[config.mk]
export PLATFORM = sky130hd
export DESIGN_NAME = tmr_voter
export DESIGN_NICKNAME = d
export VERILOG_FILES = /design/src/rtl/tmr_pkg.sv /design/src/rtl/tmr_lane_monitor.sv /design/src/rtl/tmr_voter.sv
export SDC_FILE = /design/constraint.sdc
export NUM_CORES = 1
export LEC_CHECK = 0
export BUFFER_PORTS_ARGS = -buffer_cell sky130_fd_sc_hd__buf_2
export CORE_MARGIN = 5
export CORE_UTILIZATION = 38
export DETAILED_ROUTE_END_ITERATION = 10
export HOLD_SLACK_MARGIN = 0.03
export PLACE_DENSITY_LB_ADDON = 0.15
export SLEW_MARGIN = 20
export SYNTH_ARGS = -nofsm -noshare
export SYNTH_HDL_FRONTEND = slang
export SYNTH_HIERARCHICAL = 1
export SYNTH_SLANG_ARGS = --single-unit
[constraint.sdc]
create_clock -name clk -period 5.4 [get_ports clk]
set_input_delay 0.81 -clock clk [delete_from_list [all_inputs] [get_ports clk]]
set_output_delay 0.81 -clock clk [all_outputs]
set_load 0.02 [all_outputs]
[src/rtl/tmr_pkg.sv]
// Shared types and helpers for the triple-modular-redundancy voter.
// Lane state encoding, lane indices and a 3-bit population count.
package tmr_pkg;

  typedef enum logic [1:0] {
    LS_OK      = 2'd0,
    LS_SUSPECT = 2'd1,
    LS_FAILED  = 2'd2
  } lane_state_t;

  localparam int LANE_A = 0;
  localparam int LANE_B = 1;
  localparam int LANE_C = 2;

  function automatic logic [1:0] popcount3(input logic [2:0] v);
    return {1'b0, v[0]} + {1'b0, v[1]} + {1'b0, v[2]};
  endfunction

endpackage

[src/rtl/tmr_lane_monitor.sv]
// Per-lane health tracker: OK -> SUSPECT -> FAILED on consecutive mismatches.
// TMR_STICKY_FAIL_EN makes FAILED terminal until reset; otherwise agreements recover.
module tmr_lane_monitor
  import tmr_pkg::*;
#(
  parameter int FAIL_THRESH    = 3,
  parameter int RECOVER_THRESH = 4
) (
  input  logic clk,
  input  logic rst,
  input  logic step,
  input  logic err,
  output logic failed
);

  localparam int MAX_T = (FAIL_THRESH > RECOVER_THRESH) ? FAIL_THRESH : RECOVER_THRESH;
  localparam int RUN_W = $clog2(MAX_T + 1);
  localparam logic [RUN_W-1:0] FAIL_LIM = RUN_W'(FAIL_THRESH);
`ifndef TMR_STICKY_FAIL_EN
  localparam logic [RUN_W-1:0] REC_LIM  = RUN_W'(RECOVER_THRESH);
`endif

  lane_state_t          state_q, state_d;
  logic [RUN_W-1:0]     run_q, run_d;
  logic [RUN_W-1:0]     run_inc;

  assign run_inc = run_q + {{(RUN_W-1){1'b0}}, 1'b1};
  assign failed  = (state_q == LS_FAILED);

  // Next state and run counter; only accepted, correctable samples advance.
  always_comb begin
    state_d = state_q;
    run_d   = run_q;
    if (step) begin
      case (state_q)
        LS_OK: begin
          if (err) begin
            if (FAIL_THRESH == 1) begin
              state_d = LS_FAILED;
              run_d   = {RUN_W{1'b0}};
            end else begin
              state_d = LS_SUSPECT;
              run_d   = {{(RUN_W-1){1'b0}}, 1'b1};
            end
          end else begin
            state_d = LS_OK;
            run_d   = {RUN_W{1'b0}};
          end
        end
        LS_SUSPECT: begin
          if (err) begin
            if (run_inc >= FAIL_LIM) begin
              state_d = LS_FAILED;
              run_d   = {RUN_W{1'b0}};
            end else begin
              state_d = LS_SUSPECT;
              run_d   = run_inc;
            end
          end else begin
            state_d = LS_OK;
            run_d   = {RUN_W{1'b0}};
          end
        end
        LS_FAILED: begin
`ifdef TMR_STICKY_FAIL_EN
          state_d = LS_FAILED;
          run_d   = {RUN_W{1'b0}};
`else
          if (err) begin
            state_d = LS_FAILED;
            run_d   = {RUN_W{1'b0}};
          end else if (run_inc >= REC_LIM) begin
            state_d = LS_OK;
            run_d   = {RUN_W{1'b0}};
          end else begin
            state_d = LS_FAILED;
            run_d   = run_inc;
          end
`endif
        end
        default: begin
          state_d = LS_OK;
          run_d   = {RUN_W{1'b0}};
        end
      endcase
    end else begin
      state_d = state_q;
      run_d   = run_q;
    end
  end

  // State and run counter registers.
  always_ff @(posedge clk) begin
    if (rst) begin
      state_q <= LS_OK;
      run_q   <= {RUN_W{1'b0}};
    end else begin
      state_q <= state_d;
      run_q   <= run_d;
    end
  end

endmodule

[src/rtl/tmr_voter.sv]
// Registered word-level majority voter over three redundant lanes with lane retirement.
// Define TMR_STICKY_FAIL_EN to make a FAILED lane stay failed until reset.
module tmr_voter
  import tmr_pkg::*;
#(
  parameter int WIDTH          = 8,
  parameter int FAIL_THRESH    = 3,
  parameter int RECOVER_THRESH = 4,
  parameter int CNT_W          = 16
) (
  input  logic             clk,
  input  logic             rst,
  input  logic             in_valid,
  input  logic [WIDTH-1:0] a,
  input  logic [WIDTH-1:0] b,
  input  logic [WIDTH-1:0] c,
  output logic             out_valid,
  output logic [WIDTH-1:0] y,
  output logic [2:0]       lane_err,
  output logic [2:0]       lane_fail,
  output logic             uncorrectable,
  output logic [CNT_W-1:0] mismatch_cnt
);

  logic [2:0]       healthy_s;
  logic [WIDTH-1:0] maj_s;
  logic [WIDTH-1:0] vote_s;
  logic             unc_s;
  logic [2:0]       err_s;
  logic [1:0]       err_pop_s;
  logic             step_s;
  logic [CNT_W+1:0] cnt_sum_s;

  logic             out_valid_q, out_valid_d;
  logic [WIDTH-1:0] y_q, y_d;
  logic [2:0]       lane_err_q, lane_err_d;
  logic             unc_q, unc_d;
  logic [CNT_W-1:0] cnt_q, cnt_d;

  assign healthy_s = ~lane_fail;
  assign maj_s     = (a & b) | (a & c) | (b & c);

  // Vote over the currently healthy lanes; the lane states are pre-update here.
  always_comb begin
    vote_s = maj_s;
    unc_s  = 1'b0;
    case (healthy_s)
      3'b111: begin
        if ((a == b) || (a == c)) begin
          vote_s = a;
        end else if (b == c) begin
          vote_s = b;
        end else begin
          vote_s = maj_s;
          unc_s  = 1'b1;
        end
      end
      3'b011: begin vote_s = a; unc_s = (a != b); end
      3'b101: begin vote_s = a; unc_s = (a != c); end
      3'b110: begin vote_s = b; unc_s = (b != c); end
      3'b001: begin vote_s = a; unc_s = 1'b0; end
      3'b010: begin vote_s = b; unc_s = 1'b0; end
      3'b100: begin vote_s = c; unc_s = 1'b0; end
      default: begin vote_s = maj_s; unc_s = 1'b1; end
    endcase
  end

  assign err_s     = {(c != vote_s), (b != vote_s), (a != vote_s)};
  assign err_pop_s = popcount3(err_s);
  assign step_s    = in_valid & ~unc_s;
  assign cnt_sum_s = {2'b00, cnt_q} + {{CNT_W{1'b0}}, err_pop_s};

  // Output register next values; idle cycles hold the last result.
  always_comb begin
    out_valid_d = in_valid;
    y_d         = y_q;
    lane_err_d  = lane_err_q;
    unc_d       = unc_q;
    cnt_d       = cnt_q;
    if (in_valid) begin
      y_d        = vote_s;
      lane_err_d = err_s;
      unc_d      = unc_s;
      if (cnt_sum_s > {2'b00, {CNT_W{1'b1}}}) begin
        cnt_d = {CNT_W{1'b1}};
      end else begin
        cnt_d = cnt_sum_s[CNT_W-1:0];
      end
    end else begin
      cnt_d = cnt_q;
    end
  end

  // Output registers.
  always_ff @(posedge clk) begin
    if (rst) begin
      out_valid_q <= 1'b0;
      y_q         <= {WIDTH{1'b0}};
      lane_err_q  <= 3'b000;
      unc_q       <= 1'b0;
      cnt_q       <= {CNT_W{1'b0}};
    end else begin
      out_valid_q <= out_valid_d;
      y_q         <= y_d;
      lane_err_q  <= lane_err_d;
      unc_q       <= unc_d;
      cnt_q       <= cnt_d;
    end
  end

  for (genvar i = 0; i < 3; i++) begin : g_lane
    tmr_lane_monitor #(
      .FAIL_THRESH    (FAIL_THRESH),
      .RECOVER_THRESH (RECOVER_THRESH)
    ) u_mon (
      .clk    (clk),
      .rst    (rst),
      .step   (step_s),
      .err    (err_s[i]),
      .failed (lane_fail[i])
    );
  end

  assign out_valid     = out_valid_q;
  assign y             = y_q;
  assign lane_err      = lane_err_q;
  assign uncorrectable = unc_q;
  assign mismatch_cnt  = cnt_q;

endmodule

-- After elaboration in Yosys (flattened, before gate mapping)
Cells that the tools add are included.
- register bits after elaboration: 44
- latch bits: 0
- memory bits (writable): 0
- bits in read-only memories: 0
- logic and storage cells: 104
- memories kept: 0
- add/sub/neg operators: 6
- multipliers: 0
- div/mod/pow operators: 0
- $lt $le $gt $ge: 7
- equality and inequality tests: 22
- shift operators: 0
- muxes and demuxes: 43
- bitwise gates (word level): 8
- reductions and logical operators: 7
- operators by type and width (operator ; count):
    $ne A8 B8 Y1 ; 6
    $mux W3 ; 12
    $pmux W8 S4 ; 1
    $pmux W3 S3 ; 3
    $and A8 B8 Y8 ; 3
    $eq A8 B8 Y1 ; 3
    $mux W2 ; 12
    $pmux W2 S3 ; 3
    $add A16 B2 Y17 ; 1
    $gt A17 B16 Y1 const B ; 1
    $mux W16 ; 1
    $mux W8 ; 2
    $or A8 B8 Y8 ; 2
    $eq A3 B3 Y1 const B ; 4
    $add A3 B1 Y3 const B ; 3
    $ge A3 B2 Y1 const B ; 3
    $ge A3 B3 Y1 const B ; 3
    $mux W1 ; 8
    $eq A2 B1 Y1 const B ; 3
    $eq A2 B2 Y1 const B ; 3
    $eq A3 B2 Y1 const B ; 2
    $logic_not A2 Y1 ; 3
    $reduce_or A3 Y1 ; 2
    $pmux W1 S5 ; 1
    other kinds (8) ; 8

-- Logic depth before layout (Yosys ltp)
Gate-level depths: netlist (run 1).
- word-level depth: 12
- mapped depth: 24

-- Modules after synthesis
The synthesis (run 1) kept the hierarchy.
- modules (own cells, without submodules) (module ; instances ; cells an instance ; area each (um2) ; seq. area each (um2)):
    tmr_voter ; 1 ; 383 ; 2911.5 ; 580.6
    tmr_lane_monitor ; 3 ; 33 ; 312.8 ; 100.1

-- Least setup slack after synthesis (run 1)
Ideal clock, no wire load.
- kind: in2reg
- start: input b[4]
- end: register cnt_q[7], in the netlist mismatch_cnt[7]
- library setup time: 0.091 ns
- data arrival time: 5.176 ns
- path slack: 0.133 ns
- cell stages on the path: 21
- buffers on the path: 1
- cell sequence: ha_1 -> nor4_1 -> nand2_2 -> mux2_4 -> a211oi_4 -> xor2_1 -> nand4_1 -> nor4_2 -> and2_1 -> fa_1 -> inv_1 -> ha_1 -> inv_1 -> fa_1 -> nand2b_1 -> nor3_1 -> nand3_1 -> clkbuf_1 -> o21ai_0 -> a21oi_1 -> a311oi_1
- cells in the longest elaborated chain, start to end: 12
- elaborated cells on any way between the ends: 18
- RTL lines (item ; line ; source):
    start: declaration ; tmr_voter.sv:15 ; input logic [WIDTH-1:0] b,
    $and A8 B8 Y8 ; tmr_voter.sv:41 ; assign maj_s = (a & b) | (a & c) | (b & c);
    $or A8 B8 Y8 (2 in series) ; tmr_voter.sv:41 ;
    $mux W8 ; tmr_voter.sv:51 ; end else if (b == c) begin
    $mux W8 ; tmr_voter.sv:49 ; if ((a == b) || (a == c)) begin
    $pmux W8 S4 ; tmr_voter.sv:47 ; case (healthy_s)
    $ne A8 B8 Y1 ; tmr_voter.sv:68 ; assign err_s = {(c != vote_s), (b != vote_s), (a != vote_s)};
    $add A1 B1 Y2 ; tmr_pkg.sv:16 ; return {1'b0, v[0]} + {1'b0, v[1]} + {1'b0, v[2]};
    $add A2 B1 Y2 (*) ; tmr_pkg.sv:16 ;
    $add A16 B2 Y17 (*) ; tmr_voter.sv:71 ; assign cnt_sum_s = {2'b00, cnt_q} + {{CNT_W{1'b0}}, err_pop_s};
    $gt A17 B16 Y1 ; tmr_voter.sv:84 ; if (cnt_sum_s > {2'b00, {CNT_W{1'b1}}}) begin
    $mux W16 (*) ; tmr_voter.sv:84 ;
    end signal: assignment ; tmr_voter.sv:101 ; cnt_q <= {CNT_W{1'b0}};
    end signal: assignment ; tmr_voter.sv:107 ; cnt_q <= cnt_d;
    end: declaration ; tmr_voter.sv:38 ; logic [CNT_W-1:0] cnt_q, cnt_d;
Every way passes the cells marked *; elsewhere a longest branch is shown, timed or not.
A chain may end at the register's enable or synchronous reset.

-- Final worst setup path (run 1)
- start: input b[3]
- end: register cnt_q[12], in the netlist mismatch_cnt[12]
Same word-level chain as after synthesis.

==> results of run 1 <==
[path summary, 6_finish.rpt]
path              cells past startpoint                        to                        from  slack [ns]
hold / removal                        2  g_lane[1].u_mon/run_q[1]    g_lane[1].u_mon/run_q[1]        0.48
hold reg to reg                       2  g_lane[1].u_mon/run_q[1]    g_lane[1].u_mon/run_q[1]        0.48
setup reg to reg                     21          mismatch_cnt[12]  g_lane[2].u_mon/state_q[0]        0.50
setup / recovery                     25          mismatch_cnt[12]                        b[3]        0.29
[through the flow]
stage,setup slack [ns],area [sq um]
3_3_place_gp,-0.1962,4886
5_1_grt,0.02021,5087
2_1_floorplan,0.1327,3850
6_report,0.2934,5087
4_1_cts,0.01916,5012
3_5_place_dp,-0.3243,4886
[worst max-delay path: stages]
cell,delay [ns]
buf_2,0.11
ha_1,0.32
nor4_2,0.31
buf_4,0.17
nand2_2,0.10
buf_4,0.18
mux2i_2,0.21
o221a_2,0.26
xor2_1,0.17
nand4_1,0.18
nor4_4,0.21
and2_4,0.19
fa_1,0.41
inv_1,0.07
ha_1,0.15
inv_1,0.05
fa_1,0.38
nand2b_4,0.16
nor3_2,0.17
buf_4,0.15
nand2_1,0.11
nor2_2,0.17
nand3_1,0.08
o21ai_0,0.09
nor2_1,0.05
[registers in the layout, summed over array words and instances, names as in the netlist]
register              count
mismatch_cnt             16
g_lane.u_mon/run_q        9
out_valid                 1
y                         8
uncorrectable             1
lane_err                  3
g_lane.u_mon/state_q      6
[metal layers]
layer  up-vias  GRT usage, %  share of wire [%]
met5         -             0                  0
met2       146         30.46                 46
li1       2052             -                  -
met4         0         3.530               0.93
met3        11         2.729                6.6
met1      1922         26.71                 46
[report_power, final]
| part | switching, mW | total (mW) | internal, mW |
|---|---|---|---|
| Sequential | 0.00778 | 0.343 | 0.335 |
| Clock | 0.120 | 0.260 | 0.139 |
| Combinational | 0.129 | 0.240 | 0.112 |
| Total | 0.257 | 0.843 | 0.586 |
[synth_stat cells, drive strengths merged, types with 2 or more instances]
master,instances
nor2,56
dfxtp,44
nand2,40
ha,32
inv,26
a21oi,25
nor3,25
o21ai,19
nand3,17
xor2,16
mux2i,13
xnor2,13
nor4,12
a211oi,11
clkbuf,11
o22ai,10
nor2b,9
a31oi,8
nand2b,8
a311oi,7
and2,7
or3,7
buf,5
nor3b,5
nand4,4
o21a,4
o221a,4
a2111oi,3
a221oi,3
mux2,3
o311a,3
o31ai,3
o41ai,3
or4,3
a211o,2
a32oi,2
fa,2
o2111ai,2
o221ai,2
o31a,2
[cells by family (layout without fill, tap and decap cells)]
group | Yosys count | count (layout)
AOI/OAI and AO/OA | 120 | 120
xor gates and xnor gates | 29 | 29
adders and majority gates | 34 | 34
buffers and inverters | 42 | 177
DFF | 44 | 44
muxes | 16 | 16
and+or+nand+nor | 197 | 197
[what timing repair did]
item                       CTS  global route
gates resized for setup      2            17
pin swaps                    0             8
setup endpoints to repair    8            16
buffers inserted             0             1
hold buffers                 0             0
hold endpoints to repair     0             0
[cell type report]
| cell class | count | area, sq um |
|---|---|---|
| clock buffer | 5 | 68.82 |
| clock inverter | 3 | 46.29 |
| fill | 1003 | 4732 |
| inverter | 26 | 97.59 |
| multi-input combinational | 396 | 2883 |
| sequential | 44 | 880.8 |
| tap | 133 | 166.4 |
| timing repair buffer | 143 | 944.7 |
==> metrics.md, run 1 <==
| Metric | Value |
|---|---|
| Leading cell type in the layout, fill and taps excluded | `buf_4` |
| Top_reg_cell synth | `dfxtp_1` |
| Flops & latches, synth | `44` |
| Vias/cell | `5.508` |
| RSZ-0062 raised after global routing | `false` |
| DR iter-0 viols | `333` |
| Die Area | `12240 sq um` |
| Status | `complete, no violations` |
| Latest clock arrival within the worst-skew pair | `approximately 0.3 ns` |
| Antenna diodes | `0` |
| Tcrit/Tclk final | `between 90% and 100%` |
| Die X | `~110 um` |
| CTS tree | `yes` |
| Mapped cell area | `about 3800 sq um` |
| Wire length per cell | `15.71 um` |
| Crit-path max FO | `5` |
| Leak | `between 2 and 2.5 nW` |
| Clk slew on worst S/H paths | `around 0.10 ns` |
| Pwr Total | `0.8428 mW` |
| Core area | `between 9000 and 10000 sq um` |
| Crit path DAT | `5.27 ns` |
| Final wirelength | `between 10000 and 15000 um` |
| Post-Synth Simple-Gate Area | `a little over a quarter` |
| Cts bufs inserted | `5` |
| Chip height | `between 100 and 150 um` |
| Mux contribution to synthesized area | `between 4 and 5%` |
| Commonest cells after routing, fill and taps aside | `buf_4, buf_2, nor2_1, dfxtp_1, nand2_1` |
| Max Buffers Root-to-Sink | `2` |
| Asr flop ratio synth | `0%` |
| Max-slew headroom | `40.85%` |
| CP Capture Type | `register` |
| Root Driver | `clkbuf_8` |
| Setup tns final | `0 ns` |
| HPWL after DPL | `around 9300 um` |
| Final core utilization | `51.81%` |
| Fin crit period | `5.107 ns` |
| Net count after synthesis | `~540` |
| H-Tree Level Count | `2` |
| Worst Hold Class | `register to register` |
| XOR/XNOR share of the synthesized area | `7.182%` |
| First-pass GRT wire length | `19610 um` |
| Synth warn | `6` |
| Final Wtd Congestion | `between 0.9 and 1` |
| Cells after Synth | `482` |
| Vias in the first global route | `3956` |
| Clock sink count | `44` |
| Cells after DPL | `approximately 740` |
| Fin. max-slew vios | `0` |
| Worst Tran Pin Value | `between 0.8 and 0.9 ns` |
| Largest net degree at the start of global routing | `48` |
| Main combinational cell family by area after synthesis | `simple AND/OR/NAND/NOR gates` |
| Clock Skews | `roughly 0.012 ns` |
| Crit path launch type | `input pin` |
| Max cap viols | `0` |
| Initial antenna violation count | `0` |
| Final ANT Viol Nets | `0` |
| Setup violators final | `0` |
| Distinct cell type count after synthesis | `66` |
| Complex-gate fraction of the synthesized area | `23.69%` |
| Pwr Density | `between 150 and 200 nW/um^2` |
| Share of the synthesized area in the top cell type | `22.88%` |
| GRT Overall Usage | `between 10% and 20%` |
| Post-synthesis sequential area ratio | `22.88%` |
| Req. time, crit path | `between 5 and 6 ns` |
| Post-synth top area cell | `dfxtp_1` |
| Post-Layout Cell Count | `750` |
| Total I/O pin count | `a little under 60` |
| FMAX | `~0.2 GHz` |
| Hold_ws | `~0.48 ns` |
| Initial Utilization | `approximately 39%` |
| Port bufs | `58` |
| Syn_area_per_cell | `roughly 8.0 sq um` |
| Routed via count | `approximately 4100` |
| Share of layout cells above drive strength 1 | `between 30% and 40%` |
| Area Growth Syn to Fin | `32.14%` |
| FP Rows | `36` |
| Overflow after GRT | `0` |
| Drt pass-1 iters | `5` |
| WS Path Type | `input pin to register` |
| Hold Vio Cnt, Final | `0` |
| Drt drc | `0` |
| Worst VDD drop | `roughly 0.00011 V` |
| Post-synth EDFFs | `0` |
| Area contributors post-synth | `dfxtp_1, ha_1, nor2_1` |
| Adder-Cell Fraction of Synth Area | `between 10 and 15%` |
| # nets final | `~680` |
Power figures use the tool's default switching activity.
==> run 2, diff against run 1 <==
ABC_AREA = 1   (was default)
CTS_BUF_LIST = sky130_fd_sc_hd__clkbuf_16   (was default)
==> run 2 against run 1 <==
  * Routed wire length decreased by 6.1%
  * Register-to-register slack better by 0.09 ns
  * Hold slack got worse by 0.027 ns
  * Critical path depth rose by 7
  * Clock-buffer cell count unchanged
  * Critical path type unchanged
  * Largest power group is now combinational cells
  * Highest routed layer unchanged
==> metrics.md, run 2 <==
| Metric | Value |
|---|---|
| Drt pass-1 iters | `5` |
| Switching Power | `about 0.54 mW` |
| Mapped cell area | `3887 sq um` |
| Worst VDD drop | `between 0.0001 and 0.00015 V` |
| Post-synthesis sequential area ratio | `a little under a quarter` |
| Cts bufs inserted | `5` |
| H-Tree Level Count | `2` |
| Crit path DAT | `about 5.2 ns` |
| Clock Skews | `about 0.0039 ns` |
| Switching portion of total power | `about 43%` |
| Fin. max-slew vios | `0` |
| Drt drc | `0` |
| Worst setup startpoint | `b[2]` |
| CTS tree | `yes` |
| Initial Utilization | `38.34%` |
| Asr flop ratio synth | `0%` |
| Combinational share of power | `a little under half` |
| Area of the multi-input gates | `roughly 2700 sq um` |
| Top_reg_cell synth | `dfxtp_1` |
| Worst Hold Class | `register to register` |
| Final Wtd Congestion | `0.9079` |
| Met2 WL | `roughly 5200 um` |
| GRT Overall Usage | `between 10% and 20%` |
| Net count after synthesis | `around 690` |
| Latest clock arrival within the worst-skew pair | `0.28 ns` |
| Wire length per cell | `roughly 13 um` |
| Max-slew headroom | `57.09%` |
| Pwr Total | `1.270 mW` |
| Distinct cell type count after synthesis | `37` |
| Clock sink count | `44` |
| Area contributors post-synth | `dfxtp_1, nand2_1, ha_1` |
| Cells after Synth | `around 630` |
| HPWL after DPL | `around 9000 um` |
| Seq pwr share | `a little under a third` |
| DR WL met3 | `405 um` |
| Tcrit/Tclk final | `92.13%` |
| Routed via count | `about 4200` |
| WS Path Type | `input pin to register` |
| Chip height | `111.1 um` |
| Cts-stage hold buffer count | `0` |
| Crit-path slowest cell | `fa_1` |
| Fin crit period | `between 4 and 5 ns` |
| Initial antenna violation count | `0` |
| Area Growth Syn to Fin | `17.86%` |
| Core area | `between 10000 and 15000 sq um` |
| Reg-to-reg slack, setup | `between 0.5 and 0.6 ns` |
| Max FFs per register | `16` |
| RR Startpoint | `g_lane[1].u_mon/state_q[1]` |
| Crit-path max FO | `12` |
| Port bufs | `between 50 and 60` |
| Commonest cells after routing, fill and taps aside | `nand2_1, inv_1, nor2_1, nand3_1, buf_2` |
| Pwr Density | `approximately 280 nW/um^2` |
| Overflow after GRT | `0` |
| Status | `complete, no violations` |
| Leading cell type in the layout, fill and taps excluded | `nand2_1` |
| Die X | `around 110 um` |
| First-pass GRT wire length | `roughly 19000 um` |
| Post-DP Area | `approximately 4400 sq um` |
| Syn_area_per_cell | `between 6 and 7 sq um` |
| Top sig layer | `met4` |
| Fillers | `approximately 1100` |
| Vias in the first global route | `3964` |
| Req. time, crit path | `5.60 ns` |
| Max cap viols | `0` |
| Share of layout cells above drive strength 1 | `between 10% and 20%` |
| Setup violators final | `0` |
| Root Driver | `clkbuf_16` |
| Post-synth top area cell | `dfxtp_1` |
| RSZ-0062 raised after global routing | `false` |
| Hold Vio Cnt, Final | `0` |
| CP Capture Type | `register` |
| Reg2reg end | `mismatch_cnt[9]` |
| Flops & latches, synth | `between 40 and 50` |
| Cell-internal power | `between 0.7 and 0.8 mW` |
| Leak | `2.388 nW` |
| Worst Tran Pin Value | `approximately 0.64 ns` |
| FMAX | `0.2010 GHz` |
| Max stage delay on crit path | `~0.4 ns` |
| Vias/cell | `between 5 and 6` |
| Die Area | `about 12000 sq um` |
| Max Buffers Root-to-Sink | `2` |
| Finished Cell Area | `4582 sq um` |
| Final wirelength | `11070 um` |
| Critical Path Most Common Cell | `nand2_1` |
| Most common cell in the netlist | `nand2_1` |
| Clock Power Share | `23.0%` |
| R2R depth | `26` |
| CP endpoint | `mismatch_cnt[9]` |
| Share of the synthesized area in the top cell type | `about 23%` |
| Clk slew on worst S/H paths | `0.06 ns` |
| FP Rows | `37` |
| DR iter-0 viols | `~170` |
| Antenna diodes | `0` |
| Synth warn | `6` |
| Post-synth EDFFs | `0` |
| Total I/O pin count | `59` |
| Crit path launch type | `input pin` |
| # nets final | `between 700 and 800` |
| Top cells by count, synth | `nand2_1, inv_1, nor2_1, nand3_1, dfxtp_1` |
| Register area | `between 800 and 900 sq um` |
| Met1 WL | `5244 um` |
| Largest net degree at the start of global routing | `26` |
| Setup tns final | `0 ns` |
| Final ANT Viol Nets | `0` |
## run 2: changes by cell type in the layout (fill, tap and decap cells not counted), moves of 8 or more
cell | before | now
inv_1 | 22 | 81
mux2i_1 | 11 | 0
nor2_1 | 52 | 64
o21ai_0 | 11 | 32
nand2_2 | 1 | 10
nand3_1 | 16 | 60
a211oi_1 | 9 | 1
nand2_1 | 39 | 162
buf_4 | 83 | 16
xnor2_1 | 13 | 5
nor3_1 | 22 | 14
nor4_1 | 9 | 1
## run 2: cells by family after synthesis
logic type	after synthesis	share of synthesized area (%)
adder cells (fa/ha/maj)	34	11.33
flip-flops	44	22.66
AO/OA/AOI/OAI	98	14.77
buffers and inverters	98	9.849
AND/OR/NAND/NOR	331	36.88
XOR/XNOR	20	4.506
## run 2: final cells by class
cell class,instances,share of cell area (%)
Clock buffer,5,2.731
Tap cell,136,3.714
Inverter,88,7.209
Clock inverter,3,0.3004
Sequential cell,44,19.22
Timing Repair Buffer,74,8.957
Multi-Input combinational cell,483,57.86
## run 2: per-stage QoR
| stage | setup slack [ns] | utilization, % | hold slack, ns | cells |
|---|---|---|---|---|
| after floorplan | 0.6636 | - | 0.4291 | 625 |
| after global placement | 0.07168 | 43.48 | 0.4375 | 824 |
| after detailed placement | -0.1122 | 43.48 | 0.4473 | 824 |
| after CTS | 0.1718 | 44.85 | 0.4596 | 832 |
| after global routing | 0.01068 | 45.19 | 0.4841 | 833 |
| final | 0.4251 | 45.19 | 0.4546 | 833 |
## run 2: timing repair
action / 4_1_cts / 5_1_grt
resized for setup: 0 / 6
setup buffers: 0 / 1
setup endpoints to repair: 0 / 8
## run 2: worst min-delay path by stage
stage | start | end | slack, ns | cells after the start
2_1_floorplan | g_lane[0].u_mon/run_q[2] | g_lane[0].u_mon/run_q[2] | 0.43 | 2
3_3_place_gp | g_lane[1].u_mon/run_q[2] | g_lane[1].u_mon/run_q[2] | 0.44 | 2
3_5_place_dp | g_lane[2].u_mon/run_q[2] | g_lane[2].u_mon/run_q[2] | 0.45 | 2
4_1_cts | g_lane[2].u_mon/run_q[2] | g_lane[2].u_mon/run_q[2] | 0.46 | 2
5_1_grt | g_lane[0].u_mon/run_q[2] | g_lane[0].u_mon/run_q[2] | 0.48 | 2
6_report | g_lane[0].u_mon/run_q[2] | g_lane[0].u_mon/run_q[2] | 0.45 | 2
## run 2: critical path: cells and delay by family
kind / cells / cell delay, ns
buffers and inverters: 7 / 0.65
adder cells (fa/ha/maj): 4 / 1.28
AND/OR/NAND/NOR: 20 / 2.18
AO/OA/AOI/OAI: 1 / 0.24
## run 2: layer usage
metal  global-route usage, %  up-vias
met4                   5.839        0
met1                   22.93     1899
met5                       0        -
met3                   2.347       17
met2                   30.87       77
li1                        -     2180
## run 2: power by group through the flow
stage / clock network [mW] / registers (mW) / logic (mW)
global route: 0.312 / 0.401 / 0.665
finish: 0.292 / 0.396 / 0.582
detailed placement: 0 / 0.402 / 0.577
floorplan: 0 / 0.421 / 0.382
global placement: 0 / 0.403 / 0.575
CTS: 0.300 / 0.396 / 0.579
